### config.mk
export PLATFORM = sky130hd
export DESIGN_NAME = sym_fold_flat
export DESIGN_NICKNAME = d
export VERILOG_FILES = /design/src/rtl/sym_fold_pkg.sv /design/src/rtl/sym_fold_if.sv /design/src/rtl/sym_fold_buf.sv /design/src/rtl/sym_fold.sv /design/src/flat_wrapper.sv
export SDC_FILE = /design/constraint.sdc
export NUM_CORES = 1
export LEC_CHECK = 0
export CORE_MARGIN = 2
export CORE_UTILIZATION = 60
export DETAILED_ROUTE_END_ITERATION = 8
export DONT_BUFFER_PORTS = 1
export PLACE_DENSITY = 0.78
export SLEW_MARGIN = 20
export SYNTH_ARGS = -nofsm -noshare
export SYNTH_HDL_FRONTEND = slang
export SYNTH_SLANG_ARGS = --single-unit
### constraint.sdc
create_clock -name clk -period 3.2 [get_ports clk]
set_input_delay 0.96 -clock clk [delete_from_list [all_inputs] [get_ports clk]]
set_output_delay 0.96 -clock clk [all_outputs]
set_load 0.01 [all_outputs]
### src/rtl/sym_fold_pkg.sv
// Shared fixed-point helpers for the symmetric-fold front end: word width,
// saturating magnitude and the buffered record type.
package sym_fold_pkg;

  // Widest word the record type can carry; M+N must not exceed this.
  localparam int unsigned MAX_W = 32;

  typedef struct packed {
    logic             sign;
    logic [MAX_W-1:0] x;
    logic [MAX_W-1:0] f;
  } fold_rec_t;

  function automatic int unsigned word_w(input int unsigned m, input int unsigned n);
    return m + n;
  endfunction

  // |x| for a w-bit two's-complement value held in the low bits of x;
  // the most-negative code saturates to the largest positive code.
  function automatic logic [MAX_W-1:0] sat_mag(input logic [MAX_W-1:0] x,
                                               input int unsigned w);
    logic [MAX_W-1:0] mask;
    logic [MAX_W-1:0] min_neg;
    mask    = (w >= MAX_W) ? '1 : ((MAX_W'(1) << w) - MAX_W'(1));
    min_neg = MAX_W'(1) << (w - 1);
    if ((x & min_neg) == '0) begin
      return x & mask;
    end else if ((x & mask) == min_neg) begin
      return min_neg - MAX_W'(1);
    end else begin
      return (~x + MAX_W'(1)) & mask;
    end
  endfunction

endpackage

### src/rtl/sym_fold_if.sv
// Upstream sample, evaluator issue/return and downstream record channels.
interface sym_fold_if #(
  parameter int unsigned W = 12
);
  logic         in_valid;
  logic         in_ready;
  logic [W-1:0] x_in;
  logic         fold_valid;
  logic [W-1:0] fold_x;
  logic         f_valid;
  logic [W-1:0] f_in;
  logic         out_valid;
  logic         out_ready;
  logic [W-1:0] out_f;
  logic [W-1:0] out_x;
  logic         out_sign;
  logic         err;

  modport master (
    output in_valid, x_in, f_valid, f_in, out_ready,
    input  in_ready, fold_valid, fold_x, out_valid, out_f, out_x, out_sign, err
  );

  modport slave (
    input  in_valid, x_in, f_valid, f_in, out_ready,
    output in_ready, fold_valid, fold_x, out_valid, out_f, out_x, out_sign, err
  );
endinterface

### src/rtl/sym_fold_buf.sv
// Circular record buffer: tail allocates, ret fills results in issue order,
// head presents the oldest record. Head outputs are registered from next state.
module sym_fold_buf
  import sym_fold_pkg::*;
#(
  parameter int unsigned DEPTH = 4
) (
  input  logic             clk,
  input  logic             rst_n,
  input  logic             push,
  input  fold_rec_t        push_rec,
  input  logic             ret,
  input  logic [MAX_W-1:0] ret_f,
  input  logic             pop,
  output logic             space,
  output logic             head_valid,
  output fold_rec_t        head_rec,
  output logic             drop_c
);

  localparam int unsigned PW = (DEPTH > 1) ? $clog2(DEPTH) : 1;
  localparam int unsigned CW = $clog2(DEPTH + 1);

  fold_rec_t          mem_q [DEPTH];
  fold_rec_t          mem_n [DEPTH];
  logic [DEPTH-1:0]   present_q, present_n;
  logic [PW-1:0]      tail_q, tail_n;
  logic [PW-1:0]      ret_q, ret_n;
  logic [PW-1:0]      head_q, head_n;
  logic [CW-1:0]      count_q, count_n;
  logic [CW-1:0]      pend_q, pend_n;
  logic               space_q, space_n;
  logic               head_valid_q, head_valid_n;
  fold_rec_t          head_rec_q, head_rec_n;
  logic               ret_ok;
  logic               do_pop;

  function automatic logic [PW-1:0] inc(input logic [PW-1:0] p);
    return (p == PW'(DEPTH - 1)) ? '0 : p + PW'(1);
  endfunction

  // Next-state for storage, pointers and occupancy.
  always_comb begin
    mem_n        = mem_q;
    present_n    = present_q;
    tail_n       = tail_q;
    ret_n        = ret_q;
    head_n       = head_q;
    ret_ok       = (pend_q != '0);
    drop_c       = ret & ~ret_ok;
    do_pop       = pop & head_valid_q;

    if (push) begin
      mem_n[tail_q]     = push_rec;
      present_n[tail_q] = 1'b0;
      tail_n            = inc(tail_q);
    end
    if (ret && ret_ok) begin
      mem_n[ret_q].f   = ret_f;
      present_n[ret_q] = 1'b1;
      ret_n            = inc(ret_q);
    end
    if (do_pop) begin
      present_n[head_q] = 1'b0;
      head_n            = inc(head_q);
    end

    count_n      = count_q + CW'(push) - CW'(do_pop);
    pend_n       = pend_q + CW'(push) - CW'(ret & ret_ok);
    space_n      = (count_n < CW'(DEPTH));
    head_valid_n = present_n[head_n];
    head_rec_n   = mem_n[head_n];
  end

  always_ff @(posedge clk or negedge rst_n) begin
    if (!rst_n) begin
      for (int i = 0; i < DEPTH; i++) begin
        mem_q[i] <= '0;
      end
      present_q    <= '0;
      tail_q       <= '0;
      ret_q        <= '0;
      head_q       <= '0;
      count_q      <= '0;
      pend_q       <= '0;
      space_q      <= 1'b0;
      head_valid_q <= 1'b0;
      head_rec_q   <= '0;
    end else begin
      mem_q        <= mem_n;
      present_q    <= present_n;
      tail_q       <= tail_n;
      ret_q        <= ret_n;
      head_q       <= head_n;
      count_q      <= count_n;
      pend_q       <= pend_n;
      space_q      <= space_n;
      head_valid_q <= head_valid_n;
      head_rec_q   <= head_rec_n;
    end
  end

  assign space      = space_q;
  assign head_valid = head_valid_q;
  assign head_rec   = head_rec_q;

endmodule

### src/rtl/sym_fold.sv
// Folds signed samples to |x| for a half-range evaluator and pairs each
// returned f(|x|) with the original sample and its sign.
module sym_fold
  import sym_fold_pkg::*;
#(
  parameter int unsigned M     = 4,
  parameter int unsigned N     = 8,
  parameter int unsigned DEPTH = 4
) (
  input  logic   clk,
  input  logic   rst_n,
  sym_fold_if.slave bus
);

  localparam int unsigned W = word_w(M, N);

  logic         accept_c;
  logic         pop_c;
  logic         drop_c;
  logic         head_valid;
  fold_rec_t    head_rec;
  fold_rec_t    push_rec_c;
  logic         fold_valid_q;
  logic [W-1:0] fold_x_q;
  logic         err_q;

  assign accept_c = bus.in_valid & bus.in_ready;
  assign pop_c    = head_valid & bus.out_ready;

  always_comb begin
    push_rec_c      = '0;
    push_rec_c.sign = bus.x_in[W-1];
    push_rec_c.x    = MAX_W'(bus.x_in);
  end

  sym_fold_buf #(
    .DEPTH (DEPTH)
  ) u_buf (
    .clk        (clk),
    .rst_n      (rst_n),
    .push       (accept_c),
    .push_rec   (push_rec_c),
    .ret        (bus.f_valid),
    .ret_f      (MAX_W'(bus.f_in)),
    .pop        (pop_c),
    .space      (bus.in_ready),
    .head_valid (head_valid),
    .head_rec   (head_rec),
    .drop_c     (drop_c)
  );

  // Operand issue one cycle after accept; err latches any orphan return.
  always_ff @(posedge clk or negedge rst_n) begin
    if (!rst_n) begin
      fold_valid_q <= 1'b0;
      fold_x_q     <= '0;
      err_q        <= 1'b0;
    end else begin
      fold_valid_q <= accept_c;
      if (accept_c) begin
        fold_x_q <= W'(sat_mag(MAX_W'(bus.x_in), W));
      end
      err_q <= err_q | drop_c;
    end
  end

  assign bus.fold_valid = fold_valid_q;
  assign bus.fold_x     = fold_x_q;
  assign bus.err        = err_q;
  assign bus.out_valid  = head_valid;
  assign bus.out_f      = W'(head_rec.f);
  assign bus.out_x      = W'(head_rec.x);
  assign bus.out_sign   = head_rec.sign;

endmodule

### src/flat_wrapper.sv
// flat-port wrapper written by rule: the top's interface ports become plain ports
module sym_fold_flat import sym_fold_pkg::*;
#(
  parameter int unsigned M     = 4,
  parameter int unsigned N     = 8,
  parameter int unsigned DEPTH = 4
)
  (clk, rst_n, bus_in_valid, bus_x_in, bus_f_valid, bus_f_in, bus_out_ready, bus_in_ready, bus_fold_valid, bus_fold_x, bus_out_valid, bus_out_f, bus_out_x, bus_out_sign, bus_err);
  sym_fold_if #(.W((12))) bus_i ();
  input  logic clk;
  input  logic rst_n;
  input wire logic [$bits(bus_i.in_valid)-1:0] bus_in_valid;
  input wire logic [$bits(bus_i.x_in)-1:0] bus_x_in;
  input wire logic [$bits(bus_i.f_valid)-1:0] bus_f_valid;
  input wire logic [$bits(bus_i.f_in)-1:0] bus_f_in;
  input wire logic [$bits(bus_i.out_ready)-1:0] bus_out_ready;
  output wire logic [$bits(bus_i.in_ready)-1:0] bus_in_ready;
  output wire logic [$bits(bus_i.fold_valid)-1:0] bus_fold_valid;
  output wire logic [$bits(bus_i.fold_x)-1:0] bus_fold_x;
  output wire logic [$bits(bus_i.out_valid)-1:0] bus_out_valid;
  output wire logic [$bits(bus_i.out_f)-1:0] bus_out_f;
  output wire logic [$bits(bus_i.out_x)-1:0] bus_out_x;
  output wire logic [$bits(bus_i.out_sign)-1:0] bus_out_sign;
  output wire logic [$bits(bus_i.err)-1:0] bus_err;
  assign bus_i.in_valid = bus_in_valid;
  assign bus_i.x_in = bus_x_in;
  assign bus_i.f_valid = bus_f_valid;
  assign bus_i.f_in = bus_f_in;
  assign bus_i.out_ready = bus_out_ready;
  assign bus_in_ready = bus_i.in_ready;
  assign bus_fold_valid = bus_i.fold_valid;
  assign bus_fold_x = bus_i.fold_x;
  assign bus_out_valid = bus_i.out_valid;
  assign bus_out_f = bus_i.out_f;
  assign bus_out_x = bus_i.out_x;
  assign bus_out_sign = bus_i.out_sign;
  assign bus_err = bus_i.err;
  sym_fold #(.M(M), .N(N), .DEPTH(DEPTH)) u_core (.clk(clk), .rst_n(rst_n), .bus(bus_i));
endmodule
* Word level (Yosys, flattened, before mapping) *
Index checks and enable logic that the tools add are counted.

word-level totals
  bits in registers = 317
  input port bits = 29

cells by class
  $add $sub $neg = 8
  $lt $le $gt $ge = 13
  equality and inequality tests = 4
  muxes and demuxes = 28
  bitwise operators = 16
  reduce and logical (&&, ||, !) cells = 8

operator list
  operator                                                            count
  bitwise mux 260 bit                                                 2
  2-to-1 mux 260 bit                                                  2
  demux 65 bit (select 2 bit)                                         2
  2-to-1 mux 65 bit                                                   3
  binary-select mux 65 bit (select 2 bit)                             1
  logical NOT 32 bit                                                  1
  2-to-1 mux 32 bit                                                   1
  2-to-1 mux 12 bit                                                   2
  adder 12 x 1 -> 12 bit (second input constant)                      1
  == test 12 bit (second input constant)                              1
  less-than comparator 2 x 3 -> 1 bit (second input constant)         4
  2-to-1 mux 4 bit                                                    3
  NOT 12 bit                                                          1
  greater-or-equal comparator 3 bit (second input constant)           3
  NOT 2 -> 3 bit                                                      3
  bitwise AND 4 bit                                                   2
  2-to-1 mux 2 bit                                                    4
  NOT 4 bit                                                           2
  adder 2 x 1 -> 2 bit (second input constant)                        3
  adder 3 x 1 -> 3 bit                                                2
  demux 1 bit (select 2 bit)                                          3
  == test 2 bit (second input constant)                               3
  greater-or-equal comparator 2 x 1 -> 1 bit (second input constant)  3
  logical AND 1 bit                                                   6
  other kinds (10)                                                    19

* Logic depth before layout (Yosys ltp) *
Gate-level depths: netlist (run 1).

  word-level depth = 13
  depth in mapped cells = 10
  gate-level depth less buffers = 8

* Hierarchy *
A second synthesis (run 1) with hierarchy kept.

second synthesis, totals
  cell total of the unflattened synthesis = 1376
  area, all modules = 16618.4 sq um

modules (own cells, without submodules)
  module        times used  cells an instance  area an instance (sq um)
  sym_fold_buf  1           1296               15857.7
  sym_fold      1           80                 760.7

* Least setup slack after synthesis (run 1) *
OpenSTA, ideal clock, no wires.

  kind = input to register
  from = in bus_in_valid
  to = reg u_core.u_buf.space_q, in the netlist u_core.u_buf.space
  library setup time = 0.121 ns
  arrival time = 2.651 ns
  path slack = 0.428 ns
  stages on the path = 10
  cells stage by stage = buf_6 > and2_1 > buf_2 > clkinv_1 > ha_1 > inv_1 > ha_1 > fa_1 > xor2_1 > inv_1

between the ends
  cells in the longest elaborated chain, start to end = 4

ends and longest elaborated chain
  element                      RTL line            RTL
  start: declaration           flat_wrapper.sv:12  input wire logic [$bits(bus_i.in_valid)-1:0] bus_in_valid;
  bitwise AND 1 bit            sym_fold.sv:27      assign accept_c = bus.in_valid & bus.in_ready;
  adder 3 x 1 -> 3 bit         sym_fold_buf.sv:68  count_n = count_q + CW'(push) - CW'(do_pop);
  subtractor 3 x 1 -> 3 bit    sym_fold_buf.sv:68
  via u_core.u_buf.count_n[2]  sym_fold_buf.sv:30  logic [CW-1:0] count_q, count_n;
  less-than comparator 3 bit   sym_fold_buf.sv:70  space_n = (count_n < CW'(DEPTH));
  via u_core.u_buf.space_n     sym_fold_buf.sv:32  logic space_q, space_n;
  end signal: assignment       sym_fold_buf.sv:97  space_q <= space_n;
  end: declaration             sym_fold_buf.sv:32

The timed path passes the listed nets, and every way through them passes these cells.
A chain may end at the register's enable or synchronous reset.

* Worst setup path in the final report (run 1) *
  from = reg u_core.u_buf.space_q, in the netlist u_core.u_buf.space
  to = reg u_core.u_buf.space_q, in the netlist u_core.u_buf.space

between the ends
  cells in the longest elaborated chain, start to end = 4

ends and longest elaborated chain
  element                      RTL line
  bitwise AND 1 bit            sym_fold.sv:27
  adder 3 x 1 -> 3 bit         sym_fold_buf.sv:68
  subtractor 3 x 1 -> 3 bit    sym_fold_buf.sv:68
  via u_core.u_buf.count_n[2]  sym_fold_buf.sv:30
  less-than comparator 3 bit   sym_fold_buf.sv:70
  via u_core.u_buf.space_n     sym_fold_buf.sv:32

The timed path passes the listed nets, and every way through them passes these cells.

==> results of run 1 <==
[worst register-to-register path: stages (launching register included)]
cell and delay [ns]:
sky130_fd_sc_hd__dfrtp_1 0.73, sky130_fd_sc_hd__and2_1 0.24, sky130_fd_sc_hd__clkinv_1 0.22, sky130_fd_sc_hd__ha_1 0.35
sky130_fd_sc_hd__inv_1 0.04, sky130_fd_sc_hd__ha_1 0.19, sky130_fd_sc_hd__fa_1 0.38, sky130_fd_sc_hd__xor2_1 0.20
sky130_fd_sc_hd__inv_1 0.05
[sequential cells by signal (all words and copies together), names as in the netlist, 2 cells and up]
register                cells
u_core.u_buf.count_q        3
u_core.u_buf.tail_q         2
u_core.bus.fold_x          12
u_core.u_buf.head_q         2
u_core.u_buf.mem_q        100
u_core.u_buf.present_q      4
u_core.u_buf.head_rec      25
u_core.u_buf.ret_q          2
u_core.u_buf.pend_q         3
[logic make-up (layout without fill, tap and decap cells)]
group / count (synthesis) / in the layout
mux: 86 / 86
compound gates: 54 / 54
buf+inv: 65 / 70
simple gates: 253 / 253
flops: 157 / 157
xor+xnor: 13 / 13
fa+ha+maj: 18 / 18
[where the power goes]
part	switching (mW)	internal, mW	total, mW
sequential	0.576	2.94	3.51
combinational	1.69	1.49	3.18
clock	0.782	1.10	1.89
[cells in the mapped netlist (7+ instances only)]
library cell / n / area, sq um
sky130_fd_sc_hd__mux2_2: 61 / 687
sky130_fd_sc_hd__buf_2: 11 / 55.1
sky130_fd_sc_hd__mux2_1: 17 / 191
sky130_fd_sc_hd__nand2_1: 101 / 379
sky130_fd_sc_hd__nor2_1: 15 / 56.3
sky130_fd_sc_hd__nand3_1: 97 / 485
sky130_fd_sc_hd__ha_1: 16 / 200
sky130_fd_sc_hd__clkbuf_1: 16 / 60.1
sky130_fd_sc_hd__a21oi_1: 22 / 110
sky130_fd_sc_hd__buf_6: 8 / 90.1
sky130_fd_sc_hd__and4_1: 16 / 140
sky130_fd_sc_hd__dfrtp_1: 157 / 3930
sky130_fd_sc_hd__xor2_1: 7 / 61.3
sky130_fd_sc_hd__inv_1: 25 / 93.8
[per-layer routing]
layer	wire length, um	GRT usage
met5	0	0
met1	6530	0.335
met4	235	0.0919
met3	1020	0.0776
met2	7810	0.416
[stage by stage]
stage / power (mW) / hold WS [ns]
floorplan: 5.96 / 0.435
finish: 8.58 / 0.236
detailed placement: 6.67 / 0.457
CTS: 8.60 / 0.211
global placement: 6.45 / 0.451
global route: 9.14 / 0.214
[path summary, 6_finish.rpt]
| path | start | to | slack, ns | depth (start not counted) |
|---|---|---|---|---|
| worst min register to register | u_core.u_buf.mem_q[129] | u_core.u_buf.mem_q[129] | 0.47 | 2 |
| min in group clk | u_core.u_buf.mem_q[129] | u_core.u_buf.mem_q[129] | 0.47 | 2 |
| worst max register to register | u_core.u_buf.space | u_core.u_buf.space | 0.68 | 8 |
| worst max-delay path | u_core.u_buf.space | u_core.u_buf.space | 0.68 | 8 |
| worst min-delay path | rst_n | u_core.bus.fold_valid | 0.24 | 0 |
| max in group asynchronous | rst_n | u_core.u_buf.head_rec[32] | 2.74 | 0 |
[final cells by class]
cell class	count	area, sq um
Fill cell	881	4020
Sequential cell	157	3930
Multi-Input combinational cell	424	2980
Clock buffer	21	460
Tap cell	147	184
Inverter	27	103
Clock inverter	10	91.3
Timing Repair Buffer	12	90.1
==> results.txt, run 1 <==
* Run status: finished clean
* WP data required: between 3 and 4 ns
- Delay of the slowest cell on the worst path: approximately 0.73 ns
- After layout, the worst setup slack is 0.678 ns.
- Total count of max-transition violations in the final report: 0
* Design area: between 7000 and 8000 sq um
- In this run the remaining antenna-violating nets after routing total 0.
- The total overflow left after global routing is 0.
- Leading cell type in the layout, fill and taps excluded: sky130_fd_sc_hd__dfrtp_1
- Clock sinks: approximately 160
- The routed design has ~16000 um of wire.
- Across the run, the number of max-cap violations was 0.
- P&R area growth vs syn: 8.43%
- Post-synthesis async set-or-reset flop share: 1.00
- Final non-filler cell total: 798
- Nature of the critical path endpoint: flip-flop
- For this run, design rule violations remaining after detail routing come to 0.
* Initial antenna violation count: 0
* TritonCTS clock tree: yes
- Length of the first detailed-routing pass in iterations: 5
* Die area: around 13000 sq um
* Aggregate global-route resource usage: 0.258
* Final setup violation count: 0
- Share of the synthesized area in compound gates (AO/OA/AOI/OAI): 0.0526
- Number of clock buffers inserted by TritonCTS: 17
- The smallest clock period supported by the final layout is computed as about 2.5 ns.
- Before CTS, the worst setup slack after placement is 0.553 ns.
* X dimension of the die: roughly 110 um
* Worst vdd ir: between 0.0006 and 0.0007 V
- Number of flops mapped to enable cells by yosys: 0
- The root buffer cell chosen for the clock tree is sky130_fd_sc_hd__clkbuf_16.
* Clk_skew: ~0.0066 ns
- Of the available clock period, the critical path in the final layout requires 0.788.
- Arithmetic-cell share of the synthesized area counting full adders, half adders and majority gates: 0.0332
- The via count of the first global-routing pass came to about 5000.
- Post-Synthesis Cells: between 600 and 700
- The first global-routing pass estimated roughly 25000 um of wire.
* CP max stage cell: sky130_fd_sc_hd__dfrtp_1
* Net count, final: roughly 700
- Post-layout util: 0.661
- At the worst endpoint, the arrival time is roughly 2.8 ns.
- Slew at the pin with the worst max-slew slack: 0.657 ns
- No sink is reached through more buffers than the 2 on the longest clock path.
- By startpoint and endpoint, the worst setup path is classified as reg2reg.
* Multiplexer area fraction after synthesis: 0.136
* Clock latency reported for the late side of the worst-skew pair: 0.42 ns
* Weighted congestion at the end of routability-driven global placement: between 0.8 and 0.9
* Timing-limited maximum frequency: about 400 MHz
* Xor/xnor share of the synthesized area: 0.0157
- In this run the number of H-tree levels came out at 4.
- The detailed router finished its first iteration with roughly 420 violations.
* RSZ-0062 raised after global routing: false
* Number of flip-flops and latches in the synthesized netlist: about 160
- Along the worst path, the maximum fanout reaches 10.
- Leakage: 3.70 nW
* Detail-routed net length per standard cell: 19.5 um
- The number of gates resized after CTS was 0.
- Count of different cell masters after synthesis: 50
* Mapped Nets: ~700
* Largest delay share family, worst path: adder cells
- Type of the most critical hold path: in2async
- Largest family of logic cells by synthesized area: simple AND/OR/NAND/NOR gates
- In this run the count of I/O pins placed on the die edge is 70.
* Antenna fix cells: 0
- Of the total synthesized cell area, the portion taken by AND, OR, NAND and NOR gates is 0.175.
- Highest-count cells in the layout ignoring fill and taps: sky130_fd_sc_hd__dfrtp_1, sky130_fd_sc_hd__nand2_1, sky130_fd_sc_hd__nand3_1
- Placed wire-length estimate after detailed placement: a little under 10000 um
- Number of warnings reported in the yosys synthesis log: 0
* Clock-pin slew reported for the worst setup and hold paths after clock tree synthesis: 0.06 ns
- Critical Path, Cell by Cell: and2_1 -> clkinv_1 -> ha_1 -> inv_1 -> ha_1 -> fa_1 -> xor2_1 -> inv_1
* Post-Synthesis Mean Instance Area: roughly 11 sq um
- The floorplan has 40 rows.
- Once placement completed, the tool counted placed cells totaling 767.
* Initial core utilization: 0.610
- In this run the vertical extent of the chip is 114 um.
- The number of hold-slack violations in the final timing report was 0.
- The placed instances occupy a cell area of 7290 sq um.
* Fraction of final layout cells with drive strength greater than 1: 0.177
- In the routed layout, each cell is associated on average with a via count of slightly above 6.
- Entering global routing, the biggest net connects between 150 and 200 pins.
- Fraction of the yosys area taken by sequential cells: 0.543
- Floorplan Core Area: 11900 sq um
* Cell Pwr Density: between 1000 and 1500 nW/um^2
- STA classifies the critical path startpoint as a flip-flop.
- Together, buffers and inverters on the worst path number 3.
- For this design, the CTS-stage hold fixing added 0 buffers.
* Post-synthesis instance area: 7230 sq um
* Relative slew slack: 0.562
* Buffers added on ports: 0
- The number of setup buffers added after CTS is 0.
- Via count: around 4900
- Top flip-flop cell by instance count after synthesis: sky130_fd_sc_hd__dfrtp_1
- Adding up every negative setup slack in the final design gives 0 ns.
(Power assumes the default switching activity.)
==> inputs of run 2 (changes only) <==
--- a/config.mk
+++ b/config.mk
@@ -6,10 +6,10 @@
 export NUM_CORES = 1
 export LEC_CHECK = 0
 export CORE_MARGIN = 2
-export CORE_UTILIZATION = 60
+export CORE_UTILIZATION = 57
 export DETAILED_ROUTE_END_ITERATION = 8
 export DONT_BUFFER_PORTS = 1
-export PLACE_DENSITY = 0.78
+export PLACE_DENSITY = 0.77
 export SLEW_MARGIN = 20
 export SYNTH_ARGS = -nofsm -noshare
 export SYNTH_HDL_FRONTEND = slang
==> constraint.sdc (replaced) <==
create_clock -name clk -period 2.25 [get_ports clk]
set_input_delay 0.675 -clock clk [delete_from_list [all_inputs] [get_ports clk]]
set_output_delay 0.675 -clock clk [all_outputs]
set_load 0.01 [all_outputs]
==> results.txt, run 2 (synthesis gave the netlist of run 1 again) <==
* Run status: complete, but fails checks
* Violated checks: hold timing
- Number of hold violations in the final report: 65 (+65)
- The via count of the first global-routing pass is 5085 (+2.5%).
* WP data required: 2.57 ns (-0.94 ns)
- The clock transition at the registers of the reported paths came to 0.06 ns (about the same).
- The x dimension of the die was 117 um (+2.5%).
- The post-cts repair resize count was 0 (unchanged).
* Maximum number of pins on one net before global-route repair: 158 (unchanged)
- The H-tree level count was 4 (unchanged).
* Reported net switching power: 4.45 mW (+46%)
* Initial antenna violation count: 0 (unchanged)
- The initial core utilization is 0.578 (-0.0319).
- Detail-routed net length per standard cell: 19.1 um (-2.2%)
* Buffers added on ports: 0 (unchanged)
* Maximum clock insertion buffer count: 2 (unchanged)
* Root cell of the clock tree: sky130_fd_sc_hd__clkbuf_16
* Row cnt: 41 (+2.5%)
- The maximum ir drop on the vdd rail came to 0.000825 V (+26%).
* Type of the most critical hold path: in2async
- The worst path setup slack after routing came to 0.126 ns (-0.552 ns).
- P&R area growth vs syn: 11.5%
- The upper clock frequency limit was 471 MHz (+19%).
- Reg with most FFs: u_core.u_buf.mem_q
- Aggregate global-route resource usage: 0.255 (-0.00250)
- Vertical die dimension: 117 um (+2.5%)
- The final clock period utilization by the worst path came to 0.944 (+0.156).
- By startpoint and endpoint, the worst setup path is classified as reg2reg.
- The fraction of layout instances using a drive strength above 1 was 0.204 (+0.0272).
- Number of violations of the max-capacitance limit: 0 (unchanged)
- Delay of the slowest cell on the worst path: 0.48 ns (-0.25 ns)
- Highest-count cells in the layout ignoring fill and taps: sky130_fd_sc_hd__dfrtp_1, sky130_fd_sc_hd__nand2_1, sky130_fd_sc_hd__nand3_1
* Max reg flops: 100 (unchanged)
- Slew at the pin with the worst max-slew slack: 0.476 ns (-0.181 ns)
* Antenna fix cells: 0 (unchanged)
- WHS: -0.0623 ns (-0.298 ns)
- The floorplan die area came to 13600 sq um (+5.1%).
- Leaving out fill and tap cells, the most frequent cell in the layout is sky130_fd_sc_hd__dfrtp_1.
* Max FO, Critical Path: 14 (+4)
- Total count of max-transition violations in the final report: 0 (unchanged)
- Setup repair after global routing left no endpoint under its margin.
- DP Worst Slack: 0.0603 ns (-0.493 ns)
* Placed wire-length estimate after detailed placement: 10400 um (+7.1%)
- The total overflow reported by the global router was 0 (unchanged).
- Relative slew slack: 0.683 (+0.120)
* Sort of element at the start of the critical path: flip-flop
* Leakage: 3.79 nW (+2.5%)
- Total internal power: 8.22 mW (+49%)
- Post-Route WL: 16000 um (+2.8%)
* Clock latency reported for the late side of the worst-skew pair: 0.43 ns (about the same)
- Weighted congestion at the end of routability-driven global placement: 0.818 (-2.5%)
* Part of the power in combinational logic: 0.392 (+0.022)
* Clock sinks: 157 (unchanged)
* Critical Path Most Common Cell: sky130_fd_sc_hd__mux2_2
- Aggregate negative setup slack: 0 ns (unchanged)
* Floorplan Core Area: 12500 sq um (+5.5%)
- Count of pins on the block boundary: 70 (unchanged)
- Count of nets left with antenna violations after detail routing: 0 (unchanged)
- The post-layout net count was 701 (+2.2%).
- The number of setup violations in the final report was 0 (unchanged).
- The sequential share of power came to 0.383 (-0.027).
- Via count: 4975 (+1.4%)
- Arrival time at the worst endpoint: 2.44 ns (-0.40 ns)
- The signal on the critical path passes through inv_1 -> ha_1 -> mux2i_4 -> buf_12 -> mux2_2 -> mux2_2.
- Cell Pwr Density: 1570 nW/um^2 (+44%)
- Length of the first detailed-routing pass in iterations: 5 (unchanged)
- The initial detailed-routing violation count came to 417 (-1.2%).
* Switching part of the total power: 0.352 (-0.00375)
- The part of the total power dissipated in the clock network came to 0.225 (+0.005).
* TritonCTS clock tree: yes
* Wire length of the first global-routing pass: 26200 um (+3.3%)
- Number of remaining DRC errors: 0 (unchanged)
- The clock period minus worst slack was 2.12 ns (-0.398 ns).
* Nature of the critical path endpoint: flip-flop
- For this design, the slowest cell found on the critical path is sky130_fd_sc_hd__dfrtp_1.
* Clk_skew: 0.00862 ns (+0.00198 ns)
* Ratio of routed vias to standard cells: 5.93 (-3.6%)
- The clock buffer count from CTS was 17 (unchanged).
## run 2: worst max-delay path, delay by kind of cell (launching register included)
kind | cells | cell delay (ns)
flip-flops | 1 | 0.48
buffers and inverters | 2 | 0.33
multiplexers | 3 | 0.84
adder cells (fa/ha/maj) | 1 | 0.37
## run 2: final cells by class
cell class	instances	area, sq um
sequential	157	3930
tap	172	215
fill	950	4450
clock buffer	19	453
inverter	27	108
multi-input combinational	424	2990
clock inverter	13	143
timing repair buffer	27	228
## run 2: metal layers
| layer | share of wire | track usage | up-vias |
|---|---|---|---|
| met1 | 0.42 | 0.336 | 2513 |
| met3 | 0.076 | 0.0758 | 28 |
| met5 | 0 | 0 | - |
| li1 | - | - | 2268 |
| met4 | 0.019 | 0.101 | 0 |
| met2 | 0.49 | 0.402 | 166 |
## run 2: final timing paths
| kind | cells after the start | start | slack [ns] | end |
|---|---|---|---|---|
| worst max-delay path | 6 | u_core.u_buf.head_q[1] | 0.13 | u_core.u_buf.head_rec[33] |
| worst min-delay path | 0 | rst_n | -0.06 | u_core.bus.fold_x[5] |
| worst max register to register | 6 | u_core.u_buf.head_q[1] | 0.13 | u_core.u_buf.head_rec[33] |
| worst min register to register | 2 | u_core.u_buf.mem_q[194] | 0.48 | u_core.u_buf.mem_q[194] |
| max in group asynchronous | 0 | rst_n | 1.96 | u_core.u_buf.mem_q[41] |
| min in group clk | 1 | bus_f_valid | 0.37 | u_core.bus.err |
## run 2: stage by stage
step | power (mW) | instance area (sq um) | cells | utilization | hold slack (ns)
CTS | 12.7 | 8060 | 839 | 0.644 | -0.0748
global placement | 9.48 | 7470 | 807 | 0.597 | 0.386
floorplan | 8.49 | 7260 | 646 | - | 0.379
finish | 12.7 | 8060 | 839 | 0.644 | -0.0623
detailed placement | 9.81 | 7470 | 807 | 0.597 | 0.385
global route | 13.5 | 8060 | 839 | 0.644 | -0.0749
## run 2: power by group through the flow
| stage | Clock, mW | Combinational (mW) | Sequential (mW) |
|---|---|---|---|
| 4_1_cts | 2.88 | 4.97 | 4.87 |
| 3_3_place_gp | 0 | 4.65 | 4.84 |
| 3_5_place_dp | 0 | 4.92 | 4.90 |
| 2_1_floorplan | 0 | 3.75 | 4.74 |
| 6_report | 2.86 | 4.96 | 4.85 |
| 5_1_grt | 3.01 | 5.49 | 4.99 |
## run 2: timing repair
item | in CTS | in global routing
hold endpoints to repair | 157 | 157
setup endpoints to repair | 0 | 0
buffers inserted | 0 | 0
